**config.mk**
```make
export PLATFORM = sky130hd
export DESIGN_NAME = delay_calibrator
export DESIGN_NICKNAME = d
export VERILOG_FILES = /design/src/rtl/delay_calibrator.sv
export SDC_FILE = /design/constraint.sdc
export NUM_CORES = 1
export LEC_CHECK = 0
export CELL_PAD_IN_SITES_DETAIL_PLACEMENT = 1
export CELL_PAD_IN_SITES_GLOBAL_PLACEMENT = 1
export CORE_MARGIN = 8
export CORE_UTILIZATION = 35
export CTS_BUF_LIST = sky130_fd_sc_hd__clkbuf_8
export DETAILED_ROUTE_END_ITERATION = 6
export GPL_TIMING_DRIVEN = 0
export HOLD_SLACK_MARGIN = 0.1
export PLACE_DENSITY_LB_ADDON = 0.1
export SLEW_MARGIN = 5
export SYNTH_ARGS = -nofsm -noshare
export SYNTH_HDL_FRONTEND = slang
export SYNTH_SLANG_ARGS = --single-unit
```
**constraint.sdc**
```tcl
create_clock -name CLK -period 3 [get_ports CLK]
set_input_delay 0.6 -clock CLK [delete_from_list [all_inputs] [get_ports CLK]]
set_output_delay 0.6 -clock CLK [all_outputs]
set_load 0.005 [all_outputs]
```
**src/rtl/delay_calibrator.sv**
```systemverilog
// Round-trip latency calibrator: flushes a data path, launches a marker word,
// times its return and derives the delay-line select that hits a target delay.
module delay_calibrator #(
  parameter int               width     = 8,
  parameter int               sel_width = 4,
  parameter int               delay_min = 24,
  parameter int               cnt_width = 8,
  parameter int               flush_len = 32,
  parameter int               max_wait  = 255,
  parameter logic [width-1:0] idle_pat  = 8'h00,
  parameter logic [width-1:0] marker    = 8'hA5
) (
  input  logic                 CLK,
  input  logic                 RST,
  input  logic                 ce,
  input  logic                 start,
  input  logic [cnt_width-1:0] target,
  output logic [width-1:0]     tx_data,
  input  logic [width-1:0]     rx_data,
  output logic                 busy,
  output logic                 done,
  output logic                 fail,
  output logic [cnt_width-1:0] meas,
  output logic [sel_width-1:0] sel_out,
  output logic                 sat_hi,
  output logic                 sat_lo
);

  localparam int RW = cnt_width + 2;
  localparam logic [cnt_width-1:0] FLUSH_LAST = cnt_width'(flush_len - 1);
  localparam logic [cnt_width-1:0] WAIT_LAST  = cnt_width'(max_wait - 1);
  localparam logic [cnt_width-1:0] WAIT_MAX   = cnt_width'(max_wait);
  localparam logic signed [RW-1:0] DMIN       = RW'(delay_min);
  localparam logic signed [RW-1:0] SEL_TOP    = RW'((2 ** sel_width) - 1);

  typedef enum logic [2:0] {IDLE, FLUSH, SEND, WAIT, CALC} state_t;

  state_t                 state, state_nxt;
  logic [cnt_width-1:0]   cnt, cnt_nxt, tgt;
  logic [width-1:0]       tx_nxt;
  logic                   match, flush_end, wait_end, hit, timeout;
  logic signed [RW-1:0]   raw;

  assign match     = (rx_data == marker);
  assign flush_end = (cnt == FLUSH_LAST);
  assign wait_end  = (cnt == WAIT_LAST);
  assign raw       = $signed({2'b00, tgt}) - DMIN - $signed({2'b00, cnt});
  assign busy      = (state != IDLE);

  always_ff @(posedge CLK) begin
    if (RST)     state <= IDLE;
    else if (ce) state <= state_nxt;
  end

  always_comb begin
    state_nxt = state;
    unique case (state)
      IDLE:       if (start) state_nxt = FLUSH;
      FLUSH:      if (flush_end) state_nxt = SEND;
      SEND, WAIT: state_nxt = (match || wait_end) ? CALC : WAIT;
      CALC:       state_nxt = IDLE;
      default:    state_nxt = IDLE;
    endcase
  end

  always_comb begin
    tx_nxt  = idle_pat;
    cnt_nxt = cnt;
    hit     = 1'b0;
    timeout = 1'b0;
    unique case (state)
      IDLE:  cnt_nxt = '0;
      FLUSH: begin
        cnt_nxt = flush_end ? '0 : cnt + 1'b1;
        if (flush_end) tx_nxt = marker;
      end
      SEND, WAIT: begin
        cnt_nxt = cnt + 1'b1;
        hit     = match;
        timeout = !match && wait_end;
      end
      CALC:    cnt_nxt = '0;
      default: cnt_nxt = '0;
    endcase
  end

  // The select is resolved on the match edge so the CALC cycle (and timeout
  // exit) presents the registered result alongside the done/fail pulse.
  always_ff @(posedge CLK) begin
    if (RST) begin
      tx_data <= idle_pat;
      cnt     <= '0;
      tgt     <= '0;
      meas    <= '0;
      sel_out <= '0;
      sat_hi  <= 1'b0;
      sat_lo  <= 1'b0;
      done    <= 1'b0;
      fail    <= 1'b0;
    end else begin
      done <= 1'b0;
      fail <= 1'b0;
      if (ce) begin
        tx_data <= tx_nxt;
        cnt     <= cnt_nxt;
        if (state == IDLE && start) tgt <= target;
        if (hit) begin
          meas <= cnt;
          done <= 1'b1;
          if (raw[RW-1]) begin
            sel_out <= '0;
            sat_hi  <= 1'b0;
            sat_lo  <= 1'b1;
          end else if (raw > SEL_TOP) begin
            sel_out <= '1;
            sat_hi  <= 1'b1;
            sat_lo  <= 1'b0;
          end else begin
            sel_out <= raw[sel_width-1:0];
            sat_hi  <= 1'b0;
            sat_lo  <= 1'b0;
          end
        end
        if (timeout) begin
          meas <= WAIT_MAX;
          fail <= 1'b1;
        end
      end
    end
  end

endmodule

```
After elaboration in Yosys (flattened, before gate mapping) --
Cells that the tools add are included.
Word-level totals: flip-flop bits (word level) 43, latch bits 0, bits in writable memories 0, memory bits (read-only) 0, output and inout port bits 25, word-level logic and storage cells 55, memories 0
Operators by class: $add $sub $neg 3, $mul 0, div/mod/pow operators 0, $lt $le $gt $ge 1, eq/ne operators 8, shifts and indexed selects 0, muxes and demuxes 19, bitwise operators 1, reductions and logical operators 13
Operators with widths (count):
- 2-to-1 mux 8 bit | 5
- equality test 8 bit, second input constant | 2
- case mux 8 bit (2 select lines) | 1
- > comparator 10 x 5 -> 1 bit, second input constant | 1
- subtractor 9 x 9 -> 10 bit | 1
- 2-to-1 mux 3 bit | 3
- case mux 3 bit (3 select lines) | 1
- subtractor 8 x 5 -> 9 bit, second input constant | 1
- adder 8 x 1 -> 8 bit, second input constant | 1
- equality test 8 x 5 -> 1 bit, second input constant | 1
- 2-to-1 mux 4 bit | 2
- 2-to-1 mux 1 bit | 7
- equality test 3 x 2 -> 1 bit, second input constant | 2
- AND reduction 2 bit | 3
- inequality test 2 bit, second input constant | 2
- OR reduction 2 bit | 2
- equality test 3 x 1 -> 1 bit, second input constant | 1
- logical NOT 3 bit | 1
- AND reduction 3 bit | 1
- nonzero test 3 bit | 1
- logical AND 1 bit | 2
- nonzero test 2 bit | 1
- logical NOT 1 bit | 1
- logical OR 1 bit | 1
- NOT 1 bit | 1

Depth between registers and ports, before layout --
depth after elaboration 6, depth in mapped cells 9, mapped depth without buffers 9

Worst setup path before layout --
Ideal clock, no wire load.
path type flip-flop to flip-flop, start point reg tgt[3], end point reg sel_out[3], setup time 132 ps, arrival 2137 ps, required time 2868 ps, path slack 731 ps, stages on the path, launching flop included 9, cell sequence dfxtp_1 ha_1 xnor2_1 ha_1 nor2b_1 or3_1 a2111o_1 o31ai_1 a21oi_1
On the way: word-level cells in the longest chain between the ends 5
Ends and longest elaborated chain:
- start: declaration | line 39 | logic [cnt_width-1:0] cnt, cnt_nxt, tgt;
- start signal: assignment | line 106 | if (state == IDLE && start) tgt <= target;
- subtractor 8 x 5 -> 9 bit (*) | line 47 | assign raw = $signed({2'b00, tgt}) - DMIN - $signed({2'b00, cnt});
- subtractor 9 x 9 -> 10 bit (*) | line 47
- > comparator 10 x 5 -> 1 bit | line 114 | end else if (raw > SEL_TOP) begin
- 2-to-1 mux 4 bit | line 114
- 2-to-1 mux 4 bit (*) | line 110 | if (raw[RW-1]) begin
- end signal: assignment | line 119 | sel_out <= raw[sel_width-1:0];
- end: declaration | line 24 | output logic [sel_width-1:0] sel_out,
Every way passes the cells marked *; elsewhere a longest branch is shown, timed or not. A chain may end at the register's enable or synchronous reset.

Worst setup path in the final report --
start point reg tgt[3], end point reg sel_out[1]
Same word-level chain as after synthesis.

==> flow_metrics.tcl <==
set metrics [dict create \
    fin_skew_ns 0.00656 \
    cp_max_fo 7 \
    crit_path_end_kind "register" \
    dr.pass1.iters 4 \
    grt_max_degree 11 \
    yosys-top-cells-area "dfxtp_1 (36%), mux2i_1 (7.0%), ha_1 (6.9%)" \
    diodes 0 \
    cts-root-buf "clkbuf_8" \
    synth_cells 230 \
    ant_nets 0 \
    route.met3.wl_um 268 \
    drc_errors 0 \
    finalPower_mw 1.06 \
    die_h_um 91.6 \
    initial_core_util 0.363 \
    p_comb_frac 0.190 \
    wl_mm 5.42 \
    setup_viol 0 \
    first_iter_violations 60 \
    die_area_um2 8390 \
    final_area_um2 2580 \
    finalHoldViolCount 0 \
    p_int_mw 0.765 \
    path_clk_slew_ns 0.07 \
    drive_gt1_frac 0.0786 \
    hold_slack_ns 0.455 \
    max_freq_mhz 382 \
    nets 311 \
    clkLatencyLatePin_ns 0.29 \
    cts_tree "yes" \
    cts_hold_buf 0 \
    post-cts-setup-buffers 0 \
    grt_pass1_vias 1848 \
    clk_path_buf_depth 2 \
    wire_per_inst_um 15.4 \
    critPathRequiredTime_ns 3.20 \
    rsz0062_at_grt "false" \
    rows 27 \
    synth_area_um2 2000 \
    worstMarginPinSlew_ns 0.560 \
    seqCellArea_um2 721 \
    outcome "finished, final reports clean" \
    final_cell_count_no_fill 352 \
    top_layer "met4" \
    via_per_inst 4.98 \
    yosysUniqueCellTypes 45 \
    area_delta_synth_final_pct 29.1 \
    grt_use_total 0.134 \
    cts_max_level 2 \
    grt_overflow 0 \
    pre_cts_slack_ns 0.407 \
    yosys.area.top_type "dfxtp_1" \
    multi_input_area_um2 1160 \
    vias 1754 \
    syn_avg_cell_area_um2 8.69 \
    arrival_ns 2.82 \
    holdCritPathClass "register to register" \
    relSlewSlack 0.626 \
    tns_ns 0 \
    fin_ws_ns 0.381 \
    critPathLaunchType "register" \
    max-cap-violations 0 \
    yosysSeqAreaShare 0.360 \
    ios 45 \
    synth_seq_cells 36 \
    fin_crit_sh 0.873 \
    placed_cells 344 \
    utilization 0.469 \
    gp_congestion 0.770 \
    grt_pass1_wl_mm 9.16 \
    drv_slew 0 \
    critPathKind "register to register" \
    wl_met1_mm 2.72 \
    numPortBuffers 39 \
    seqPwrFrac 0.474 \
    wl_met2_mm 2.40 \
    die_x_um 91.6 \
    numCtsBuffers 5 \
    cts_sinks 36 \
    power_leakage_nw 1.03 \
    coreArea_um2 5510 \
    p_switching_mw 0.296 \
    cts_resized 0 \
    p_per_area_nw_per_um2 411 \
    ir_drop_v 0.000257 \
    n_fill_cell 651 \
    netlist.area_leader.share 0.360 \
    placed_area_um2 2490 \
    grt_antenna_before_repair 0 \
    dp_hpwl_mm 4.23 \
    clockPowerShare 0.336 \
    synth-warning-count 0 \
    sw_frac_of_total 0.279 \
    min_period_ns 2.62 \
]
-- worst max-delay path, stage by stage (launching register included) --
cell      delay [ns]
dfxtp_1         0.35
a21oi_1         0.39
xor2_1          0.13
ha_1            0.43
nand3_1         0.13
a211oi_2        0.20
o21ai_1         0.17
a221oi_4        0.41
a21oi_1         0.07
a311oi_1        0.25
-- cell usage after synthesis, drive strengths merged --
master,number
a31oi,1
fa,1
and3b,1
a21oi,15
a2111o,1
a211o,2
inv,12
a21o,4
or3,2
xnor2,9
clkbuf,5
mux2i,14
nor2,34
o21ai,6
nor4,1
or4,1
a221oi,3
nand2b,7
o31ai,3
nand3b,1
xor2,2
nor3b,3
and2b,1
and3,1
nand3,7
o21bai,1
a211oi,3
a311oi,2
conb,1
and2,1
nor2b,3
nand4,5
and4bb,2
dfxtp,36
ha,11
nand2,15
buf,9
nor3,2
o21a,2
-- area by class of cell --
type,count,area share
multi-input combinational,171,0.450
sequential,36,0.279
timing repair buffer,39,0.151
tap,72,0.0349
buffer,14,0.0325
clock buffer,6,0.0320
inverter,12,0.0175
clock inverter,2,0.00291
-- sequential cells by signal, indices dropped and copies added, names as in the netlist --
register	flops
cnt	8
meas	8
tgt	8
sel_out	4
state	3
done	1
fail	1
sat_hi	1
sat_lo	1
tx_data	1
-- kinds of logic (layout without fill, tap and decap cells) --
family | Yosys count | after routing | share of synthesized area
simple gates | 87 | 87 | 0.220
fa+ha+maj | 12 | 12 | 0.0788
flops | 36 | 36 | 0.360
mux | 14 | 14 | 0.0701
compound gates | 43 | 43 | 0.156
other cells | 1 | 4 | 0.00188
xor+xnor | 11 | 11 | 0.0482
buf+inv | 26 | 73 | 0.0645
-- layout by cell type, fill, tap and decap left out, types with 2 or more instances in the layout --
| cell | count |
|---|---|
| a211o_1 | 2 |
| a211oi_1 | 2 |
| a21o_1 | 4 |
| a21oi_1 | 15 |
| a221oi_1 | 2 |
| a311oi_1 | 2 |
| and4bb_2 | 2 |
| buf_4 | 8 |
| clkbuf_1 | 5 |
| clkbuf_8 | 6 |
| clkdlybuf4s50_1 | 39 |
| conb_1 | 4 |
| dfxtp_1 | 36 |
| ha_1 | 11 |
| inv_1 | 14 |
| mux2i_1 | 14 |
| nand2_1 | 15 |
| nand2b_1 | 7 |
| nand3_1 | 7 |
| nand4_1 | 4 |
| nor2_1 | 34 |
| nor2b_1 | 3 |
| nor3_1 | 2 |
| nor3b_1 | 3 |
| o21a_1 | 2 |
| o21ai_0 | 3 |
| o21ai_1 | 3 |
| o31ai_1 | 2 |
| or3_1 | 2 |
| xnor2_1 | 9 |
| xor2_1 | 2 |
-- worst paths after layout --
check | startpoint | to | slack (ns) | cells past startpoint
worst min register to register | sel_out[2] | sel_out[2] | 0.46 | 2
worst min-delay path | sel_out[2] | sel_out[2] | 0.46 | 2
worst max register to register | tgt[3] | sel_out[1] | 0.38 | 9
worst max-delay path | tgt[3] | sel_out[1] | 0.38 | 9
-- power groups by stage --
stage	Combinational (mW)	Sequential, mW	Clock [mW]
after CTS	0.204	0.502	0.372
after detailed placement	0.203	0.514	0
after global routing	0.224	0.505	0.389
after global placement	0.196	0.513	0
final	0.202	0.503	0.356
after floorplan	0.137	0.510	0
-- routing by layer --
metal | vias to the layer above | track usage
li1 | 885 | -
met1 | 828 | 0.165
met2 | 36 | 0.219
met3 | 5 | 0.0453
met4 | 0 | 0.0286
met5 | - | 0
Note: power is estimated with default switching activity, not from simulation.
